--- config.mk ---
export PLATFORM = sky130hd
export DESIGN_NAME = way_fill_decoder
export DESIGN_NICKNAME = d
export VERILOG_FILES = /design/src/rtl/cache_pkg.sv /design/src/rtl/way_fill_decoder_onehot.sv /design/src/rtl/way_fill_decoder.sv
export SDC_FILE = /design/constraint.sdc
export NUM_CORES = 1
export LEC_CHECK = 0
export CAP_MARGIN = 30
export CORE_MARGIN = 10
export CORE_UTILIZATION = 31
export CTS_CLUSTER_DIAMETER = 40
export DETAILED_ROUTE_END_ITERATION = 6
export HOLD_SLACK_MARGIN = 0.06
export PLACE_DENSITY = 0.5
export SETUP_SLACK_MARGIN = 0.4
export SYNTH_ARGS = -nofsm -noshare
export SYNTH_HDL_FRONTEND = slang
export SYNTH_HIERARCHICAL = 1
export SYNTH_SLANG_ARGS = --single-unit
--- constraint.sdc ---
create_clock -name clk -period 3.3 [get_ports clk]
set_clock_uncertainty 0.2 [all_clocks]
set_input_delay 0.495 -clock clk [delete_from_list [all_inputs] [get_ports clk]]
set_output_delay 0.495 -clock clk [all_outputs]
set_load 0.1 [all_outputs]
--- src/rtl/cache_pkg.sv ---
// Shared cache-fill types and default geometry for the way fill path.
package cache_pkg;
  localparam int WAYS_DEF  = 8;
  localparam int BEATS_DEF = 4;

  typedef logic [$clog2(WAYS_DEF)-1:0] way_idx_t;
  typedef logic [$clog2(BEATS_DEF):0]  beat_idx_t;

  typedef enum logic {IDLE, FILL} fill_state_e;
endpackage

--- src/rtl/way_fill_decoder_onehot.sv ---
// Combinational binary way index -> one-hot, with an in-range flag for
// non-power-of-two way counts (out-of-range indices decode to all zero).
module way_onehot_dec #(
  parameter int WAYS = 8,
  parameter int IW   = $clog2(WAYS)
) (
  input  logic [IW-1:0]   idx,
  output logic [WAYS-1:0] onehot,
  output logic            in_range
);
  for (genvar i = 0; i < WAYS; i++) begin : g_bit
    assign onehot[i] = (idx == IW'(i));
  end

  assign in_range = ({1'b0, idx} < (IW+1)'(WAYS));
endmodule

--- src/rtl/way_fill_decoder.sv ---
// Sequential victim-way -> one-hot write-enable driver for BEATS-beat line fills.
// Optional WAY_FILL_ABORT_EN adds an abort input that cancels an in-flight fill.
module way_fill_decoder
  import cache_pkg::*;
#(
  parameter int WAYS  = WAYS_DEF,
  parameter int BEATS = BEATS_DEF
) (
  input  logic                     clk,
  input  logic                     reset,
  input  logic                     req_valid,
  output logic                     req_ready,
  input  logic [$clog2(WAYS)-1:0]  req_way,
  input  logic                     stall,
`ifdef WAY_FILL_ABORT_EN
  input  logic                     abort,
`endif
  output logic [WAYS-1:0]          way_we,
  output logic [$clog2(BEATS):0]   beat_idx,
  output logic                     last,
  output logic                     done,
  output logic                     err
);
  localparam int IW = $clog2(WAYS);
  localparam int CW = $clog2(BEATS) + 1;

  fill_state_e     state;
  logic [WAYS-1:0] way_oh_q;
  logic [CW-1:0]   cnt;
  logic [WAYS-1:0] dec_oh;
  logic            dec_ok;
  logic            abort_i;
  logic            final_beat;
  logic            accept;

`ifdef WAY_FILL_ABORT_EN
  assign abort_i = abort;
`else
  assign abort_i = 1'b0;
`endif

  way_onehot_dec #(.WAYS(WAYS), .IW(IW)) u_dec (
    .idx      (req_way),
    .onehot   (dec_oh),
    .in_range (dec_ok)
  );

  // The final non-stalled beat frees the FSM, so the next request can be
  // taken in the same cycle and its beat 0 follows without a bubble.
  assign final_beat = (state == FILL) && !abort_i && !stall && (cnt == CW'(BEATS-1));
  assign req_ready  = (state == IDLE) || final_beat;
  assign accept     = req_valid && req_ready;

  always_ff @(posedge clk) begin
    if (reset) begin
      state    <= IDLE;
      way_oh_q <= '0;
      cnt      <= '0;
      way_we   <= '0;
      beat_idx <= '0;
      last     <= 1'b0;
      done     <= 1'b0;
      err      <= 1'b0;
    end else begin
      way_we <= '0;
      done   <= 1'b0;
      err    <= accept && !dec_ok;
      case (state)
        IDLE: last <= 1'b0;
        FILL: begin
          if (abort_i) begin
            last  <= 1'b0;
            state <= IDLE;
          end else if (!stall) begin
            way_we   <= way_oh_q;
            beat_idx <= cnt;
            last     <= final_beat;
            done     <= final_beat;
            cnt      <= cnt + 1'b1;
            if (final_beat) state <= IDLE;
          end
        end
      endcase
      // A new accept overrides the return to IDLE on a final beat.
      if (accept && dec_ok) begin
        state    <= FILL;
        way_oh_q <= dec_oh;
        cnt      <= '0;
      end
    end
  end
endmodule

==> out/metrics.csv, run 1 <==
stage,metric,value,unit
power,power_density,415,nW/um^2
layout,area_growth_syn_to_layout,22.9,%
routing,drt_first_iter_violations,35,
placement,portBuffers,21,
placement,place_area,1260,um^2
synthesis,ys.flop_type,dfxtp_1,
die,dieArea,6150,um^2
synthesis,syn_inst,100,
grt,antenna_found_initial,0,
clock_network,cts-root-buf,clkbuf_4,
job,maxCapViolCount,0,
grt,grt_pass1_wl,3380,um
routing,drt_wl_total,1980,um
layout,antenna_cells,0,
clock_network,cts_resized,0,
timing,final.setup.tns,0,ps
clock_network,post-cts-setup-buffers,0,
routing,post_drt_via_cell_ratio,4.14,
placement,place_congestion,0.637,
critical_path,cp_common_cell,ha_1,
die,die_h,78.4,um
die,die_w,78.4,um
timing,maxSlewViolCount,0,
synthesis,syn_avg_cell_area,10.6,um^2
grt,grt_pass1_vias,703,
clock_network,cts.clk_slew.worst_paths,140,ps
synthesis,synth-edff-count,0,
die,initial_core_util,32.0,%
clock_network,cts_buffer_depth,2,
clock_network,cts_tree,built,
clock_network,htreeDepth,1,
routing,vias,696,
power,max-vdd-ir-drop,0.110,mV
synthesis,syn-num-nets,109,
power,power_leakage,0.000523,uW
critical_path,crit_family,adder cells,
synthesis,synth_top_cell_area_share,49.2,%
synthesis,synth_area,1060,um^2
timing,period_share,68.9,%
critical_path,r2r_slack,1570,ps
clock_network,clk_latency,310,ps
synthesis,synthDistinctLibCells,25,
hold_path,min_path_type,flip-flop to flip-flop,
grt,gr-total-overflow,0,
synthesis,yosysSeqAreaShare,49.2,%
critical_path,arrival,1580,ps
clock_network,hold_buffers,0,
critical_path,cp-start-kind,flip-flop,
layout,final_core_utilization,39.3,%
critical_path,crit_type,flip-flop to primary output,
die,ioPinCount,22,
die,rows,21,
routing,drcViolationCount,0,
synthesis,async_flop_share,0,%
grt,grt_start_max_net_pins,16,
synthesis,synthTopCellsByCount,"dfxtp_1, nand2b_1, mux2i_1, and2_1, nor2_1",
layout,fill_cells,353,
clock_network,numCtsBuffers,3,
critical_path,end_kind,primary output,
critical_path,required,2600,ps
grt,grt_use_total,6.76,%
placement,dp_hpwl,1410,um
routing,first_pass_iters,3,
synthesis,yosysWarnings,6,
die,coreArea,3310,um^2
timing,rsz0062_at_grt,no,
power,finalPower,540,uW
clock_network,cts_sinks,26,
layout,post_route_cells_drive_above_1_share,23.8,%
critical_path,worst-path-buf-inv,1,
synthesis,yosys_register_bits,26,
layout,nets,132,
layout,fin_area,1300,um^2
critical_path,crit_path_cell_trace,"ha_1, ha_1, nand2b_4, nand2_1, buf_4",
routing,drtAntennaViolNets,0,
critical_path,slowest_stage,dfxtp_1,
timing,holdWs,266,ps
routing,post_drt_wl_per_cell,11.8,um
timing,finalSetupViolCount,0,
timing,clock.fmax,440,MHz
timing,hold_viol,0,
critical_path,critPathMaxStageDelay,390,ps
synthesis,synth_area_leader_cell,dfxtp_1,
synthesis,synth_area_leaders,"dfxtp_1, mux2i_1, nand2b_1, and2_1, and3b_2",
timing,period_needed,2270,ps
status,outcome,completed,
synthesis,synth.most_common_cell,dfxtp_1,
critical_path,path_max_fanout,3,
-- per-layer routing --
layer  track usage [%]  wire length [um]  vias up
met4              4.30                36        0
met5                 0                 0        -
met3              2.05               123        2
met2              10.2               925       11
met1              8.18               898      312
li1                  -                 -      371
-- registers in the layout, indices dropped and copies added, names as in the netlist --
name and cells:
err 1, cnt 3, state 1, way_we 8, last 1, way_oh_q 8, done 1, beat_idx 3
-- area by class of cell --
type,count,area (um^2),area share [%]
flip-flops and latches,26,520,40.0
multi-input cells,68,495,38.1
repair buffers,23,188,14.4
well taps,46,57.6,4.42
clock buffers,4,36.3,2.79
inverters,1,3.75,0.288
-- path summary, 6_finish.rpt --
kind	startpoint	endpoint	cells past startpoint
setup / recovery	cnt[0]	req_ready	5
hold / removal	last	last	2
setup reg to reg	cnt[0]	way_oh_q[4]	6
hold reg to reg	last	last	2
-- kinds of logic (layout without fill, tap and decap cells) --
logic type	count (synthesis)	in the layout	share of synthesized area, %
compound gates	4	4	2.84
xor+xnor	1	1	0.828
fa+ha+maj	2	2	2.36
buf+inv	6	28	4.02
flops	26	26	49.2
mux	12	12	11.3
other cells	1	1	0.354
simple gates	48	48	29.1
-- power breakdown --
group	internal, uW	total (uW)	switching [uW]
Combinational	24.8	57.3	32.5
Sequential	318	321	2.71
Clock	67.4	161	94.1
-- worst register-to-register path, delay by kind of cell (launching register included) --
kind,cells,cell delay (ps)
AO/OA/AOI/OAI,1,150
multiplexers,1,210
flip-flops,1,390
AND/OR/NAND/NOR,1,70
buffers and inverters,1,240
adder cells (fa/ha/maj),2,400
-- per-stage QoR --
step	setup WS, ps	std cells
floorplan	1190	100
global placement	1130	164
detailed placement	1120	164
CTS	995	168
global route	895	168
finish	1030	168
-- cells in the final DEF, fill, tap and decap left out, drive strengths merged --
master,synthesis,layout
a2111oi,1,1
a21oi,3,3
and2,9,9
and2b,2,2
and3,2,2
and3b,3,3
buf,4,17
clkbuf,1,4
clkdlybuf4s50,0,6
conb,1,1
dfxtp,26,26
ha,2,2
inv,1,1
mux2i,12,12
nand2,3,3
nand2b,18,18
nor2,5,5
nor3,3,3
nor3b,3,3
xnor2,1,1
Power figures use the tool's default switching activity.
==> run 2: changes to the inputs <==
==> constraint.sdc (replaced) <==
create_clock -name clk -period 2.3 [get_ports clk]
set_clock_uncertainty 0.2 [all_clocks]
set_input_delay 0.345 -clock clk [delete_from_list [all_inputs] [get_ports clk]]
set_output_delay 0.345 -clock clk [all_outputs]
set_load 0.1 [all_outputs]
==> run 2 against run 1 <==
  * Via count increased by 2.0%
  * Largest cell class is now multi-input gates
  * Setup slack got worse by 580 ps
  * Largest power group unchanged
  * Clock power increased by 93%
  * Combinational power increased by 57%
  * Clock-buffer cell count decreased by 1
  * Power increased by 60%
  * Global-route usage increased by 0.26 points
==> out/metrics.csv, run 2 (synthesis results as in run 1) <==
stage,metric,value,unit
power,p_sw_share,21.7,%
critical_path,r2r-start,cnt[1],
die,rows,21,
routing,post_drt_wl_per_cell,11.3,um
power,power_leakage,0.000556,uW
clock_network,cts.clk_slew.worst_paths,140,ps
clock_network,cts_buffer_depth,2,
job,maxCapViolCount,0,
hold_path,min_path_type,flip-flop to flip-flop,
routing,drt_first_iter_violations,28,
grt,gr-total-overflow,0,
clock_network,cts_tree,built,
critical_path,cp-start-kind,flip-flop,
timing,rsz0062_at_grt,yes,
critical_path,critPathMaxStageDelay,360,ps
clock_network,htreeDepth,1,
timing,period_needed,1860,ps
power,p_clk_share,36.0,%
placement,dp_hpwl,1410,um
timing,holdWs,274,ps
critical_path,worstSetupPathDepth,5,
critical_path,crit_end,req_ready,
grt,antenna_found_initial,0,
grt,grt_start_max_net_pins,16,
power,max-vdd-ir-drop,0.343,mV
die,die_h,78.4,um
layout,nets,136,
timing,hold_viol,0,
critical_path,crit_path_cell_trace,"ha_4, ha_4, nand2b_4, nand2_4, buf_12",
critical_path,crit_start,cnt[1],
routing,post_drt_via_cell_ratio,4.13,
clock_network,clk_latency,320,ps
critical_path,r2r_cells,7,
power,power_density,618,nW/um^2
critical_path,crit_type,flip-flop to primary output,
grt,grt_pass1_vias,734,
timing,period_share,80.7,%
layout,mostFrequentLayoutCells,"dfxtp_1, buf_4, nand2b_1",
status,outcome,completed,
die,coreArea,3310,um^2
routing,drcViolationCount,0,
die,initial_core_util,32.0,%
critical_path,r2r_slack,610,ps
grt,grt_pass1_wl,3500,um
routing,first_pass_iters,4,
die,ioPinCount,22,
critical_path,crit_family,flip-flops,
critical_path,reg2reg_to,way_oh_q[2],
clock_network,cts-root-buf,clkbuf_4,
timing,final.setup.tns,0,ps
layout,final_common_cell,dfxtp_1,
die,dieArea,6150,um^2
routing,vias,710,
timing,finalSetupViolCount,0,
placement,place_congestion,0.672,
routing,drt_wl_total,1950,um
grt,grt_use_total,7.02,%
clock_network,cts_sinks,26,
layout,area_growth_syn_to_layout,31.9,%
clock_network,numCtsBuffers,3,
power,p_int,675,uW
power,finalPower,863,uW
critical_path,cp_common_cell,ha_4,
die,die_w,78.4,um
placement,portBuffers,21,
critical_path,slowest_stage,dfxtp_2,
layout,top_regs,"way_oh_q x8, way_we x8",
power,combPwrFrac,10.4,%
layout,antenna_cells,0,
power,p_seq_share,53.6,%
critical_path,path_max_fanout,3,
power,p_switching,187,uW
critical_path,worst-path-buf-inv,1,
critical_path,end_kind,primary output,
routing,drtAntennaViolNets,0,
timing,clock.fmax,539,MHz
critical_path,arrival,1310,ps
timing,maxSlewViolCount,0,
critical_path,required,1750,ps
layout,post_route_cells_drive_above_1_share,31.0,%
## run 2: cell count changes in the layout (fill, tap and decap cells not counted), sizes merged
cell,change
bufinv,+1
clkbuf,-1
buf,+4
## run 2: worst min-delay path by stage
stage                endpoint  cells past startpoint        start  slack [ps]
global placement         last                      2         last         240
floorplan           way_we[0]                      1  way_oh_q[0]         230
detailed placement  way_we[3]                      1  way_oh_q[3]         250
global route             last                      2         last         300
CTS                      last                      2         last         270
finish                   last                      2         last         270
## run 2: layout make-up
cell class | instances | area (um^2)
Fill cell | 355 | 1910
Timing Repair Buffer | 27 | 230
Inverter | 1 | 3.75
Multi-Input combinational cell | 68 | 528
Clock buffer | 3 | 22.5
Tap cell | 46 | 57.6
Clock inverter | 1 | 30.0
Sequential cell | 26 | 524
## run 2: through the flow
| stage | utilization, % | instances | setup slack (ps) | cell area (um^2) |
|---|---|---|---|---|
| CTS | 41.8 | 172 | 404 | 1390 |
| floorplan | - | 100 | 614 | 1060 |
| global placement | 38.9 | 165 | 400 | 1290 |
| detailed placement | 38.9 | 165 | 364 | 1290 |
| global route | 42.2 | 172 | 367 | 1400 |
| finish | 42.2 | 172 | 443 | 1400 |
## run 2: power groups by stage
stage          clock [uW]  combinational [uW]  sequential, uW
2_1_floorplan           0                51.5             479
3_3_place_gp            0                87.0             471
3_5_place_dp            0                87.5             471
4_1_cts               326                90.7             462
5_1_grt               351                97.5             463
6_report              311                89.8             462
## run 2: layer usage
| layer | wire (um) | vias to the layer above | GRT usage (%) |
|---|---|---|---|
| li1 | - | 376 | - |
| met5 | 0 | - | 0 |
| met3 | 123 | 2 | 3.19 |
| met2 | 946 | 15 | 11.7 |
| met1 | 848 | 317 | 7.66 |
| met4 | 33 | 0 | 2.69 |
## run 2: what timing repair did
item,in CTS,in global routing
setup buffers,3,0
hold buffers,0,0
resized for setup,6,2
setup endpoints to repair,1,1
pin swaps,1,2
gates cloned,0,0
## run 2: tightest hold or removal path, stage by stage (launching register included)
cell and delay (ps):
dfxtp_1 340, nand2_1 60, a21oi_1 50
==> run 3: changes to the inputs <==
==> constraint.sdc (replaced) <==
create_clock -name clk -period 1.9 [get_ports clk]
set_clock_uncertainty 0.2 [all_clocks]
set_input_delay 0.285 -clock clk [delete_from_list [all_inputs] [get_ports clk]]
set_output_delay 0.285 -clock clk [all_outputs]
set_load 0.1 [all_outputs]
==> run 3 against run 2 <==
  * Global-route usage is essentially flat
  * First-iteration DRC count grew 39%
  * Largest cell class unchanged
  * Clock power shrank 28%
  * Cell count is the same
  * Critical endpoint unchanged
  * Final area grew 14%
  * Clock-buffer cell count is the same
  * Utilization grew 6.1 points
  * Worst hold slack lost 2.2 ps
  * Via count grew 3.9%
  * Die area is the same
  * Sequential cell count is the same
  * Combinational power grew 38%
==> out/metrics.csv, run 3 (synthesis results as in run 1) <==
stage,metric,value,unit
status,outcome,completed,
layout,area_growth_syn_to_layout,50.9,%
timing,period_needed,1780,ps
power,finalPower,908,uW
clock_network,cts-root-buf,clkbuf_4,
die,coreArea,3310,um^2
grt,gr-total-overflow,0,
layout,nets,137,
clock_network,hold_buffers,0,
clock_network,numCtsBuffers,3,
placement,portBuffers,21,
die,rows,21,
timing,holdWs,271,ps
power,power_leakage,0.000591,uW
clock_network,clk_latency,310,ps
die,initial_core_util,32.0,%
critical_path,cp-start-kind,flip-flop,
routing,drtAntennaViolNets,0,
clock_network,cts_sinks,26,
timing,clock.fmax,560,MHz
hold_path,hold_start,way_oh_q[3],
clock_network,cts_buffer_depth,2,
layout,antenna_cells,0,
routing,drt_first_iter_violations,39,
hold_path,min_to,way_we[3],
clock_network,cts.clk_slew.worst_paths,130,ps
clock_network,htreeDepth,1,
routing,drcViolationCount,0,
die,dieArea,6150,um^2
grt,grt_start_max_net_pins,15,
critical_path,end_kind,primary output,
grt,grt_use_total,7.02,%
layout,post_route_cells_drive_above_1_share,34.1,%
timing,rsz0062_at_grt,yes,
critical_path,path_max_fanout,3,
die,die_w,78.4,um
grt,grt_pass1_vias,768,
timing,period_share,93.9,%
routing,post_drt_wl_per_cell,11.8,um
routing,post_drt_via_cell_ratio,4.29,
placement,place_congestion,0.715,
hold_path,min_path_type,flip-flop to flip-flop,
critical_path,r2r_slack,170,ps
critical_path,required,1410,ps
power,power_density,568,nW/um^2
critical_path,crit_start,cnt[1],
die,die_h,78.4,um
timing,final.setup.tns,0,ps
routing,first_pass_iters,4,
timing,maxSlewViolCount,0,
placement,dp_hpwl,1450,um
timing,finalSetupViolCount,0,
critical_path,crit_type,flip-flop to primary output,
critical_path,r2r-start,cnt[1],
grt,antenna_found_initial,0,
routing,vias,738,
critical_path,r2r_cells,8,
clock_network,cts_tree,built,
layout,final_common_cell,dfxtp_1,
hold_path,whs_path_depth,1,
routing,drt_wl_total,2040,um
critical_path,arrival,1300,ps
die,ioPinCount,22,
job,maxCapViolCount,0,
layout,mostFrequentLayoutCells,"dfxtp_1, nand2b_1, buf_12",
grt,grt_pass1_wl,3570,um
layout,top_regs,"way_oh_q x8, way_we x8",
power,max-vdd-ir-drop,0.253,mV
critical_path,reg2reg_to,way_oh_q[1],
timing,hold_viol,0,
==> run 3: changes by cell type in the layout (fill, tap and decap cells not counted), moves of 2 or more <==
cell	before	now
buf_12	1	16
buf_4	20	6
nor3_1	3	1
nor3_2	0	2
==> run 3: how the worst max path moves through the flow <==
| stage | to | slack (ps) | depth (start not counted) |
|---|---|---|---|
| 4_1_cts | req_ready | 100 | 5 |
| 3_5_place_dp | cnt[2] | 30 | 4 |
| 5_1_grt | req_ready | 60 | 5 |
| 6_report | req_ready | 120 | 5 |
| 2_1_floorplan | req_ready | 420 | 4 |
| 3_3_place_gp | way_we[4] | 50 | 4 |
==> run 3: repair_timing <==
action	4_1_cts	5_1_grt
buffers inserted	4	0
endpoints found under the setup margin	21	21
pin swaps	1	1
hold endpoints to repair	0	0
gates resized for setup	6	4
==> run 3: layout make-up <==
class | count | area (um^2)
tap | 46 | 57.6
timing repair buffer | 28 | 425
inverter | 1 | 3.75
fill | 321 | 1710
sequential | 26 | 524
clock buffer | 3 | 22.5
multi-input combinational | 68 | 564
==> run 3: critical path, cell delays in order (launching register included) <==
cell and delay (ps):
dfxtp_2 360, ha_4 160, ha_4 160, nand2b_4 70, nand2_4 60, buf_12 170
==> run 3: power by group <==
part           leakage [uW]  switching (uW)  internal [uW]
registers          0.000211            7.14            553
logic              0.000366            63.7           60.1
clock network     0.0000138             149           74.1
==> run 3: through the flow <==
stage                     util, %  std cells  cell area, um^2  worst slack (ps)
final                        48.3        172             1600               115
after floorplan                 -        100             1080               422
after global placement       45.2        165             1500              51.1
after CTS                    47.7        172             1580              96.0
after global routing         48.3        172             1600              63.4
after detailed placement     45.2        165             1500              33.8
==> run 3: routing by layer <==
metal	GRT usage, %	up-vias	part of all wire [%]
met4	4.30	0	2.7
met3	2.28	4	5.8
met5	0	-	0
met2	11.1	14	47
met1	8.06	340	45
li1	-	380	-
